`src/rtl/byteswap_axi_read_master.sv`:
```
// AXI4 read master feeding the byteswap stage: fetches a byte range as INCR bursts
// and forwards the returned words in order as an AXI4-Stream with tlast on the final word.
module byteswap_axi_read_master #(
    parameter int C_M_AXI_ADDR_WIDTH = 64,
    parameter int C_M_AXI_DATA_WIDTH = 32,
    parameter int C_XFER_SIZE_WIDTH  = 32,
    parameter int C_BURST_LEN        = 16,
    parameter int C_MAX_OUTSTANDING  = 4
) (
    input  logic                          ap_clk,
    input  logic                          areset,
    input  logic                          ctrl_start,
    input  logic [C_M_AXI_ADDR_WIDTH-1:0] ctrl_addr,
    input  logic [C_XFER_SIZE_WIDTH-1:0]  ctrl_xfer_size,
    output logic                          ctrl_busy,
    output logic                          ctrl_done,
    output logic                          m_axi_arvalid,
    input  logic                          m_axi_arready,
    output logic [C_M_AXI_ADDR_WIDTH-1:0] m_axi_araddr,
    output logic [7:0]                    m_axi_arlen,
    output logic [2:0]                    m_axi_arsize,
    output logic [1:0]                    m_axi_arburst,
    input  logic                          m_axi_rvalid,
    output logic                          m_axi_rready,
    input  logic [C_M_AXI_DATA_WIDTH-1:0] m_axi_rdata,
    input  logic                          m_axi_rlast,
    output logic                          m_axis_tvalid,
    input  logic                          m_axis_tready,
    output logic [C_M_AXI_DATA_WIDTH-1:0] m_axis_tdata,
    output logic                          m_axis_tlast
);

    localparam int AW       = C_M_AXI_ADDR_WIDTH;
    localparam int XW       = C_XFER_SIZE_WIDTH;
    localparam int BPB      = C_M_AXI_DATA_WIDTH / 8;
    localparam int LOG2_BPB = $clog2(BPB);
    localparam int OW       = $clog2(C_MAX_OUTSTANDING + 1);

    localparam logic [AW-1:0] BURST_BYTES = AW'(C_BURST_LEN * BPB);
    localparam logic [AW-1:0] ALIGN_MASK  = ~AW'(BPB - 1);
    localparam logic [XW-1:0] BURST_BEATS = XW'(C_BURST_LEN);
    localparam logic [OW-1:0] MAX_OUT     = OW'(C_MAX_OUTSTANDING);

    typedef enum logic [1:0] {S_IDLE, S_RUN, S_DONE} state_t;

    state_t        state;
    logic [XW-1:0] n_beats;
    logic [XW-1:0] req_left;
    logic [XW-1:0] beat_cnt;
    logic [OW-1:0] outstanding;

    logic          run;
    logic          ar_hs;
    logic          r_hs;
    logic          r_last_hs;
    logic          last_hs;
    logic [XW:0]   size_round;
    logic [XW-1:0] start_beats;
    logic [XW-1:0] ar_beats;
    logic [XW-1:0] req_after;
    logic [OW-1:0] out_after;

    function automatic logic [7:0] burst_len(input logic [XW-1:0] beats);
        return (beats >= BURST_BEATS) ? 8'(C_BURST_LEN - 1) : 8'(beats - XW'(1));
    endfunction

    assign m_axi_arsize  = 3'(LOG2_BPB);
    assign m_axi_arburst = 2'b01;

    assign run           = (state == S_RUN);
    assign m_axis_tvalid = m_axi_rvalid & run;
    assign m_axi_rready  = m_axis_tready & run;
    assign m_axis_tdata  = m_axi_rdata;
    assign m_axis_tlast  = run && (beat_cnt == n_beats - XW'(1));

    assign ar_hs     = m_axi_arvalid & m_axi_arready;
    assign r_hs      = m_axi_rvalid & m_axi_rready;
    assign r_last_hs = r_hs & m_axi_rlast;
    assign last_hs   = r_hs & m_axis_tlast;

    // Round up in one extra bit so a byte count near the top of the range cannot wrap.
    assign size_round  = {1'b0, ctrl_xfer_size} + (XW + 1)'(BPB - 1);
    assign start_beats = XW'(size_round >> LOG2_BPB);

    assign ar_beats  = XW'(m_axi_arlen) + XW'(1);
    assign req_after = ar_hs ? (req_left - ar_beats) : req_left;

    always_comb begin
        out_after = outstanding;
        if (ar_hs && !r_last_hs)
            out_after = outstanding + OW'(1);
        else if (!ar_hs && r_last_hs)
            out_after = outstanding - OW'(1);
    end

    always_ff @(posedge ap_clk) begin
        if (areset) begin
            state         <= S_IDLE;
            n_beats       <= '0;
            req_left      <= '0;
            beat_cnt      <= '0;
            outstanding   <= '0;
            m_axi_arvalid <= 1'b0;
            m_axi_araddr  <= '0;
            m_axi_arlen   <= '0;
            ctrl_busy     <= 1'b0;
            ctrl_done     <= 1'b0;
        end else begin
            case (state)
                S_IDLE: begin
                    ctrl_done <= 1'b0;
                    if (ctrl_start) begin
                        n_beats      <= start_beats;
                        req_left     <= start_beats;
                        beat_cnt     <= '0;
                        outstanding  <= '0;
                        m_axi_araddr <= ctrl_addr & ALIGN_MASK;
                        ctrl_busy    <= 1'b1;
                        if (start_beats != '0) begin
                            m_axi_arlen   <= burst_len(start_beats);
                            m_axi_arvalid <= 1'b1;
                            state         <= S_RUN;
                        end else begin
                            state <= S_DONE;
                        end
                    end
                end
                S_RUN: begin
                    req_left    <= req_after;
                    outstanding <= out_after;
                    if (ar_hs) begin
                        m_axi_araddr <= m_axi_araddr + BURST_BYTES;
                        if (req_after != '0)
                            m_axi_arlen <= burst_len(req_after);
                    end
                    if (r_hs)
                        beat_cnt <= beat_cnt + XW'(1);
                    m_axi_arvalid <= (req_after != '0) && (out_after < MAX_OUT);
                    if (last_hs) begin
                        m_axi_arvalid <= 1'b0;
                        ctrl_busy     <= 1'b0;
                        ctrl_done     <= 1'b1;
                        state         <= S_DONE;
                    end
                end
                S_DONE: begin
                    // Arrived with done already raised from RUN, or with a zero-length job still busy.
                    if (ctrl_done) begin
                        ctrl_done <= 1'b0;
                        state     <= S_IDLE;
                    end else begin
                        ctrl_done <= 1'b1;
                        ctrl_busy <= 1'b0;
                    end
                end
                default: state <= S_IDLE;
            endcase
        end
    end

endmodule

```
`config.mk`:
```
export PLATFORM = sky130hd
export DESIGN_NAME = byteswap_axi_read_master
export DESIGN_NICKNAME = d
export VERILOG_FILES = /design/src/rtl/byteswap_axi_read_master.sv
export SDC_FILE = /design/constraint.sdc
export NUM_CORES = 1
export LEC_CHECK = 0
export ABC_AREA = 1
export CORE_MARGIN = 2
export CORE_UTILIZATION = 51
export DETAILED_ROUTE_END_ITERATION = 7
export PLACE_DENSITY = 0.78
export SLEW_MARGIN = 20
export SYNTH_ARGS = -nofsm -noshare
export SYNTH_HDL_FRONTEND = slang
export SYNTH_SLANG_ARGS = --single-unit
```
`constraint.sdc`:
```
create_clock -name ap_clk -period 4.72 [get_ports ap_clk]
set_input_delay 0.472 -clock ap_clk [delete_from_list [all_inputs] [get_ports ap_clk]]
set_output_delay 0.472 -clock ap_clk [all_outputs]
set_load 0.005 [all_outputs]
```
==> results of run 1 <==
==> cells in the final DEF, fill, tap and decap left out, types with 7 or more instances in the layout <==
cell	count
sky130_fd_sc_hd__ha_1	18
sky130_fd_sc_hd__nand2_2	13
sky130_fd_sc_hd__buf_4	10
sky130_fd_sc_hd__o21ai_0	121
sky130_fd_sc_hd__clkbuf_16	17
sky130_fd_sc_hd__nand3_2	9
sky130_fd_sc_hd__nor3_1	58
sky130_fd_sc_hd__nor2_2	15
sky130_fd_sc_hd__nor4_1	14
sky130_fd_sc_hd__conb_1	7
sky130_fd_sc_hd__a21oi_1	143
sky130_fd_sc_hd__nor2_4	10
sky130_fd_sc_hd__o211ai_1	42
sky130_fd_sc_hd__xor2_1	41
sky130_fd_sc_hd__xnor2_1	16
sky130_fd_sc_hd__nand3_1	128
sky130_fd_sc_hd__nand4_1	52
sky130_fd_sc_hd__nor2_1	346
sky130_fd_sc_hd__inv_1	282
sky130_fd_sc_hd__o21ai_1	9
sky130_fd_sc_hd__nand3b_1	15
sky130_fd_sc_hd__dfxtp_1	173
sky130_fd_sc_hd__inv_2	19
sky130_fd_sc_hd__or2_2	9
sky130_fd_sc_hd__clkdlybuf4s50_1	175
sky130_fd_sc_hd__nand2_1	647
==> worst reg2reg max path, stage by stage, from the launching register on <==
cell and delay (ps):
sky130_fd_sc_hd__dfxtp_1 310, sky130_fd_sc_hd__inv_1 70, sky130_fd_sc_hd__ha_1 170, sky130_fd_sc_hd__inv_1 60, sky130_fd_sc_hd__fa_1 390, sky130_fd_sc_hd__inv_1 70
sky130_fd_sc_hd__nand2_1 60, sky130_fd_sc_hd__nand2_1 130, sky130_fd_sc_hd__nand3_2 100, sky130_fd_sc_hd__nand2_1 90, sky130_fd_sc_hd__nand2_1 270, sky130_fd_sc_hd__nand3_1 160
sky130_fd_sc_hd__nand2_1 60, sky130_fd_sc_hd__nand2_1 110, sky130_fd_sc_hd__nor2_1 60, sky130_fd_sc_hd__and2_0 130, sky130_fd_sc_hd__nand2_1 100, sky130_fd_sc_hd__nor2_4 60
sky130_fd_sc_hd__nand2_2 80, sky130_fd_sc_hd__nand3_2 230, sky130_fd_sc_hd__a21oi_1 290, sky130_fd_sc_hd__nor2_1 70
==> cell type report <==
cell class,instances,area [um^2],area share
diodes,4,10.01,0.0006222
clock buffers,19,442.9,0.02753
clock inverters,12,128.9,0.008011
inverters,304,1141,0.07093
multi-input cells,1772,8647,0.5375
flip-flops and latches,173,3463,0.2153
well taps,341,426.7,0.02652
repair buffers,185,1827,0.1136
==> layer usage <==
metal / up-vias / GRT usage
met5: - / 0
met4: 6 / 0.1072
met3: 101 / 0.06219
met2: 598 / 0.5624
met1: 7055 / 0.4293
li1: 7720 / -
==> logic make-up after synthesis <==
logic type,share of synthesized area
other,0.0005443
DFF,0.2510
xor gates and xnor gates,0.04017
adders and majority gates,0.01868
AOI/OAI and AO/OA,0.1396
and+or+nand+nor,0.4252
buffers and inverters,0.1248
==> flip-flops by register name, summed over array words and instances (netlist names) <==
| name | cells |
|---|---|
| beat_cnt | 32 |
| ctrl_busy | 1 |
| ctrl_done | 1 |
| m_axi_araddr | 62 |
| m_axi_arlen | 8 |
| m_axi_arvalid | 1 |
| n_beats | 31 |
| outstanding | 3 |
| req_left | 32 |
| state | 2 |
==> metrics by stage <==
stage / power, W / utilization / setup WS [ps] / hold slack [ps] / std cells
final: 0.008343 / 0.6019 / 1013 / 464.3 / 2810
after global routing: 0.009004 / 0.6015 / 698.7 / 477.1 / 2806
after CTS: 0.008273 / 0.6015 / 1035 / 468.7 / 2806
after detailed placement: 0.006827 / 0.5802 / 1317 / 455.9 / 2775
after global placement: 0.006732 / 0.5802 / 1310 / 444.7 / 2775
after floorplan: 0.005392 / - / 2176 / 445.9 / 2359
==> worst max-delay path by stage <==
stage | slack, ps | start | depth (start not counted) | to
floorplan | 2180 | m_axi_arlen[0] | 24 | m_axi_arlen[7]
global route | 700 | n_beats[0] | 11 | m_axis_tlast
global placement | 1310 | ctrl_xfer_size[10] | 16 | m_axi_arlen[5]
finish | 1010 | n_beats[0] | 12 | m_axis_tlast
detailed placement | 1320 | ctrl_xfer_size[10] | 15 | m_axi_arlen[3]
CTS | 1040 | n_beats[0] | 12 | m_axis_tlast
==> report_power, final <==
group / total (W) / internal (W) / switching (W) / leakage [nW]
combinational: 0.00459 / 0.00165 / 0.00293 / 5.10
clock: 0.00143 / 0.000755 / 0.000677 / 0.268
sequential: 0.00233 / 0.00184 / 0.000484 / 1.42
==> Flow_metrics.wiki, run 1 <==
{| class="wikitable"
! Metric !! Value
|-
| Outcome || finished clean
|-
| Arrival @ worst endpoint || 3240 ps
|-
| Leakage || 6.781 nW
|-
| Worst hold path endpoint || m_axi_arlen[6]
|-
| Bufs on Longest Clock Path || 2
|-
| Critical Path, Cell by Cell || inv_1, ha_1, nand2_2, nor2_4, nand2_1, nor2_1, xor2_1, nand2_1, nor2_1, nand3_1, nor4_1, clkdlybuf4s50_1
|-
| DIE HEIGHT || 168.5 um
|-
| Share of synthesized registers carrying an async set or reset || 0
|-
| CP endpoint kind || output pin
|-
| Die area || 28390 um^2
|-
| Routability congestion estimate || 0.9839
|-
| Largest net degree at the start of global routing || 91
|-
| Synth top cells by count || 648 x sky130_fd_sc_hd__nand2_1, 346 x sky130_fd_sc_hd__nor2_1, 283 x sky130_fd_sc_hd__inv_1
|-
| Postcts setup bufs || 0
|-
| Root buffer selected by CTS || sky130_fd_sc_hd__clkbuf_16
|-
| Total Nets Final || 2608
|-
| Register clock-pin slew on the reported worst setup and hold paths || 80 ps
|-
| Placed Instance Area || 15500 um^2
|-
| Top cell family by delay on the critical path || simple AND/OR/NAND/NOR gates
|-
| Area share of the largest cell type after synthesis || 0.2510
|-
| Metal-1 WL || 20570 um
|-
| Kind of launch point of the worst setup path || flip-flop
|-
| Most numerous cell in the Yosys netlist || sky130_fd_sc_hd__nand2_1
|-
| Final Skew || 17.37 ps
|-
| Vias after detailed routing || 15.48k
|-
| Clock tree from TritonCTS || done
|-
| Maximum ir drop on the vdd rail || 0.0004779 V
|-
| Type of the most critical hold path || reg2reg
|-
| Worst EP required || 4250 ps
|-
| Normalized max-slew margin || 0.1419
|-
| Routed wirelength normalized by instance count || 16.93 um
|-
| Unique masters post-synth || 57
|-
| WL met3 || 3371 um
|-
| Hold bufs inserted after CTS || 0
|-
| Slowest CP cell || sky130_fd_sc_hd__clkdlybuf4s50_1
|-
| Layout area overhead || 16.59%
|-
| IO Port Bufs || 176
|-
| Clock sink count || 173
|-
| Number of max-slew violations in the final report || 0
|-
| Share of the yosys chip area belonging to registers || 0.2510
|-
| R2R Setup Slk || 1530 ps
|-
| Worst-Skew Late Latency || 450 ps
|-
| Fill cell count || 2688
|-
| 1st-pass router iterations || 6
|-
| Fraction of final layout cells sized beyond drive strength 1 || 0.05517
|-
| Time the final worst path needs with I/O delays and setup || 3707 ps
|-
| Depth of the worst hold-timing path || 2
|-
| Detailed router's first-iteration violation count || 1314
|-
| Post-Route Setup TNS || 0 ps
|-
| Die X || 168.5 um
|-
| Pwr Density || 518.7 nW/um^2
|-
| RSZ-0062 raised after global routing || no
|-
| Initial antenna violation count || 6
|-
| Total Wirelength || 47560 um
|-
| CTS Buf Count || 17
|-
| Leading register cell type out of synthesis || sky130_fd_sc_hd__dfxtp_1
|-
| Max-cap check violation count || 0
|-
| Final Setup Violations || 0
|-
| Gate Count Post-Synth || 2354
|-
| Total track usage || 0.3326
|-
| Average cell area after synthesis || 5.862 um^2
|-
| Wire length of the first global-routing pass || 75400 um
|-
| Area of the core region || 26730 um^2
|-
| Congestion Overflow GR || 0
|-
| Count of endpoints failing hold in the final timing report || 0
|-
| Synthesis-stage register bit count || 173
|-
| Synth top area cells || sky130_fd_sc_hd__dfxtp_1 25%, sky130_fd_sc_hd__nand2_1 18%, sky130_fd_sc_hd__nor2_1 9.4%
|-
| Number of synthesized flops with an enable pin || 0
|-
| Initial core utilization || 0.5163
|-
| Fin area || 16090 um^2
|-
| Avg Vias per Cell || 5.509
|-
| Critical path buffers and inverters || 2
|-
| Reg-to-reg critical path endpoint || m_axi_arlen[3]
|-
| Highest routed metal layer || met5
|-
| Synth area leader || sky130_fd_sc_hd__dfxtp_1
|-
| Via count of the first global-routing pass || 14.23k
|-
| Maximum fanout encountered on the critical timing path || 8
|-
| HPWL after detailed placement || 37110 um
|-
| Worst-Margin Slew || 1275 ps
|-
| Std cell rows || 60
|-
| Count of pins on the block boundary || 250
|-
| H-tree lvl count || 4
|-
| Met2 Routed Length || 22140 um
|-
| Depth of the most critical reg-to-reg path || 21
|-
| Antenna violation net count after detailed routing || 0
|-
| Stage delay of the slowest cell on the critical path || 570 ps
|-
| CTS-repair resized insts || 0
|-
| Critical path start-end classification || reg2out
|-
| Hold path start || m_axi_arlen[6]
|-
| Part of the cycle the worst path needs || 0.7855
|-
| Max Clk Rate || 0.2697 GHz
|-
| Drc violations || 0
|-
| Total number of yosys warnings || 0
|-
| Post-synthesis cell area || 13800 um^2
|-
| Origin of the critical flop-to-flop path || m_axi_arlen[0]
|}
Note: power is estimated with default switching activity, not from simulation.
==> inputs of run 2 (changes only) <==
- clock period: 4.72 -> 3.57 ns (I/O delays scaled with it)
==> run 2 against run 1 <==
  * Register-to-register slack lost 1200 ps
  * Combinational power is 34% higher
  * Core utilization increased by 0.53 points
  * Global-route usage decreased by 0.21 points
  * Hold slack lost 96 ps
==> Flow_metrics.wiki, run 2 (synthesized netlist as in run 1, its figures left out) <==
{| class="wikitable"
! Metric !! Value
|-
| Normalized max-slew margin || 0.3569
|-
| HPWL after detailed placement || 37210 um
|-
| Largest registers || m_axi_araddr: 62 flops, beat_cnt: 32 flops, req_left: 32 flops
|-
| Detailed router's first-iteration violation count || 1309
|-
| Register clock-pin slew on the reported worst setup and hold paths || 80 ps
|-
| Number of flip-flops in the largest register || 62
|-
| Antenna violation net count after detailed routing || 0
|-
| Time the final worst path needs with I/O delays and setup || 3380 ps
|-
| Postcts setup bufs || 0
|-
| Count of pins on the block boundary || 250
|-
| Area of the core region || 26730 um^2
|-
| Bufs on Longest Clock Path || 2
|-
| Routability congestion estimate || 0.9672
|-
| Clock sink count || 173
|-
| Worst EP required || 3210 ps
|-
| Initial core utilization || 0.5163
|-
| Origin of the critical flop-to-flop path || m_axi_arlen[0]
|-
| Slowest CP cell || sky130_fd_sc_hd__clkdlybuf4s50_1
|-
| Register bank with the most flops || m_axi_araddr
|-
| Std cell rows || 60
|-
| Post-Place Cells || 2789
|-
| Worst-Margin Slew || 963.6 ps
|-
| Critical Path, Cell by Cell || inv_1, ha_2, nand2_2, nor2_4, nand2_1, nor2_1, xor2_1, inv_1, nand2_1, nand3_1, nor4_2, clkdlybuf4s50_1
|-
| Maximum ir drop on the vdd rail || 0.0004297 V
|-
| Hold slack final || 367.9 ps
|-
| Die area || 28390 um^2
|-
| Clock tree from TritonCTS || done
|-
| Critical path start-end classification || reg2out
|-
| Fraction of final layout cells sized beyond drive strength 1 || 0.06129
|-
| Fin area || 16230 um^2
|-
| Max-cap check violation count || 0
|-
| Post-Route Setup TNS || 0 ps
|-
| Non-filler cells, final || 2823
|-
| Largest net degree at the start of global routing || 90
|-
| Root buffer selected by CTS || sky130_fd_sc_hd__clkbuf_16
|-
| Arrival @ worst endpoint || 3020 ps
|-
| CTS Buf Count || 17
|-
| Total Wirelength || 47620 um
|-
| H-tree lvl count || 4
|-
| Max Clk Rate || 0.2959 GHz
|-
| Drc violations || 0
|-
| Final Setup Violations || 0
|-
| Outcome || finished clean
|-
| DIE HEIGHT || 168.5 um
|-
| Total track usage || 0.3305
|-
| CP endpoint kind || output pin
|-
| Number of max-slew violations in the final report || 0
|-
| Count of endpoints failing hold in the final timing report || 0
|-
| Final Skew || 18.64 ps
|-
| Vias after detailed routing || 15.61k
|-
| Wire length of the first global-routing pass || 74370 um
|-
| Hold path start || areset
|-
| Avg Vias per Cell || 5.529
|-
| Die X || 168.5 um
|-
| Hold bufs inserted after CTS || 0
|-
| CTS-repair resized insts || 0
|-
| Via count of the first global-routing pass || 14.28k
|-
| Top cell family by delay on the critical path || simple AND/OR/NAND/NOR gates
|-
| 1st-pass router iterations || 6
|-
| Critical path buffers and inverters || 3
|-
| Initial antenna violation count || 4
|-
| Placed Instance Area || 15620 um^2
|-
| Type of the most critical hold path || in2reg
|-
| Congestion Overflow GR || 0
|-
| Worst-Skew Late Latency || 450 ps
|-
| Critical path origin || n_beats[0]
|-
| Part of the cycle the worst path needs || 0.9467
|-
| Most common cell after layout, fill and taps aside || sky130_fd_sc_hd__nand2_1
|-
| Commonest cells after routing, fill and taps aside || 646 x sky130_fd_sc_hd__nand2_1, 346 x sky130_fd_sc_hd__nor2_1, 282 x sky130_fd_sc_hd__inv_1
|-
| RSZ-0062 raised after global routing || no
|-
| Total Nets Final || 2622
|-
| Leakage || 6.868 nW
|-
| IO Port Bufs || 176
|-
| Kind of launch point of the worst setup path || flip-flop
|-
| Maximum fanout encountered on the critical timing path || 8
|-
| Stage delay of the slowest cell on the critical path || 550 ps
|-
| Layout area overhead || 17.61%
|-
| Pwr Density || 689.3 nW/um^2
|-
| Routed wirelength normalized by instance count || 16.87 um
|}
==> run 2: area by class of cell <==
type	count	area, um^2
diodes	2	5.005
clock buffers	20	436.7
clock inverters	12	152.6
fillers	2681	10500
inverters	304	1141
multi-input cells	1772	8658
flip-flops and latches	173	3463
well taps	341	426.7
repair buffers	199	1944
==> run 2: path summary, 6_finish.rpt <==
path                       to  slack, ps  depth (start not counted)
max              m_axis_tlast        190                         12
min          m_axi_araddr[26]        370                          2
max reg2reg    m_axi_arlen[3]        330                         22
min reg2reg    m_axi_arlen[6]        460                          2
==> run 2: layer usage <==
metal / track usage / share of wire / vias up
met4: 0.1188 / 0.030 / 6
met5: 0 / 0.00092 / -
met1: 0.4186 / 0.42 / 7138
li1: - / - / 7772
met3: 0.06944 / 0.081 / 84
met2: 0.5572 / 0.47 / 609
==> run 2: power by group <==
group | total [W] | switching [W] | internal, W
combinational | 0.00613 | 0.00388 | 0.00225
sequential | 0.00309 | 0.000648 | 0.00244
clock | 0.00197 | 0.000915 | 0.00106
total | 0.0112 | 0.00544 | 0.00574
==> run 2: through the flow <==
stage	total power [W]	util	setup slack, ps
after floorplan	0.007129	-	1026
after global placement	0.008982	0.5846	423.7
after detailed placement	0.009097	0.5846	396.5
after CTS	0.01110	0.6066	35.69
after global routing	0.01204	0.6070	9.310
final	0.01119	0.6072	190.2
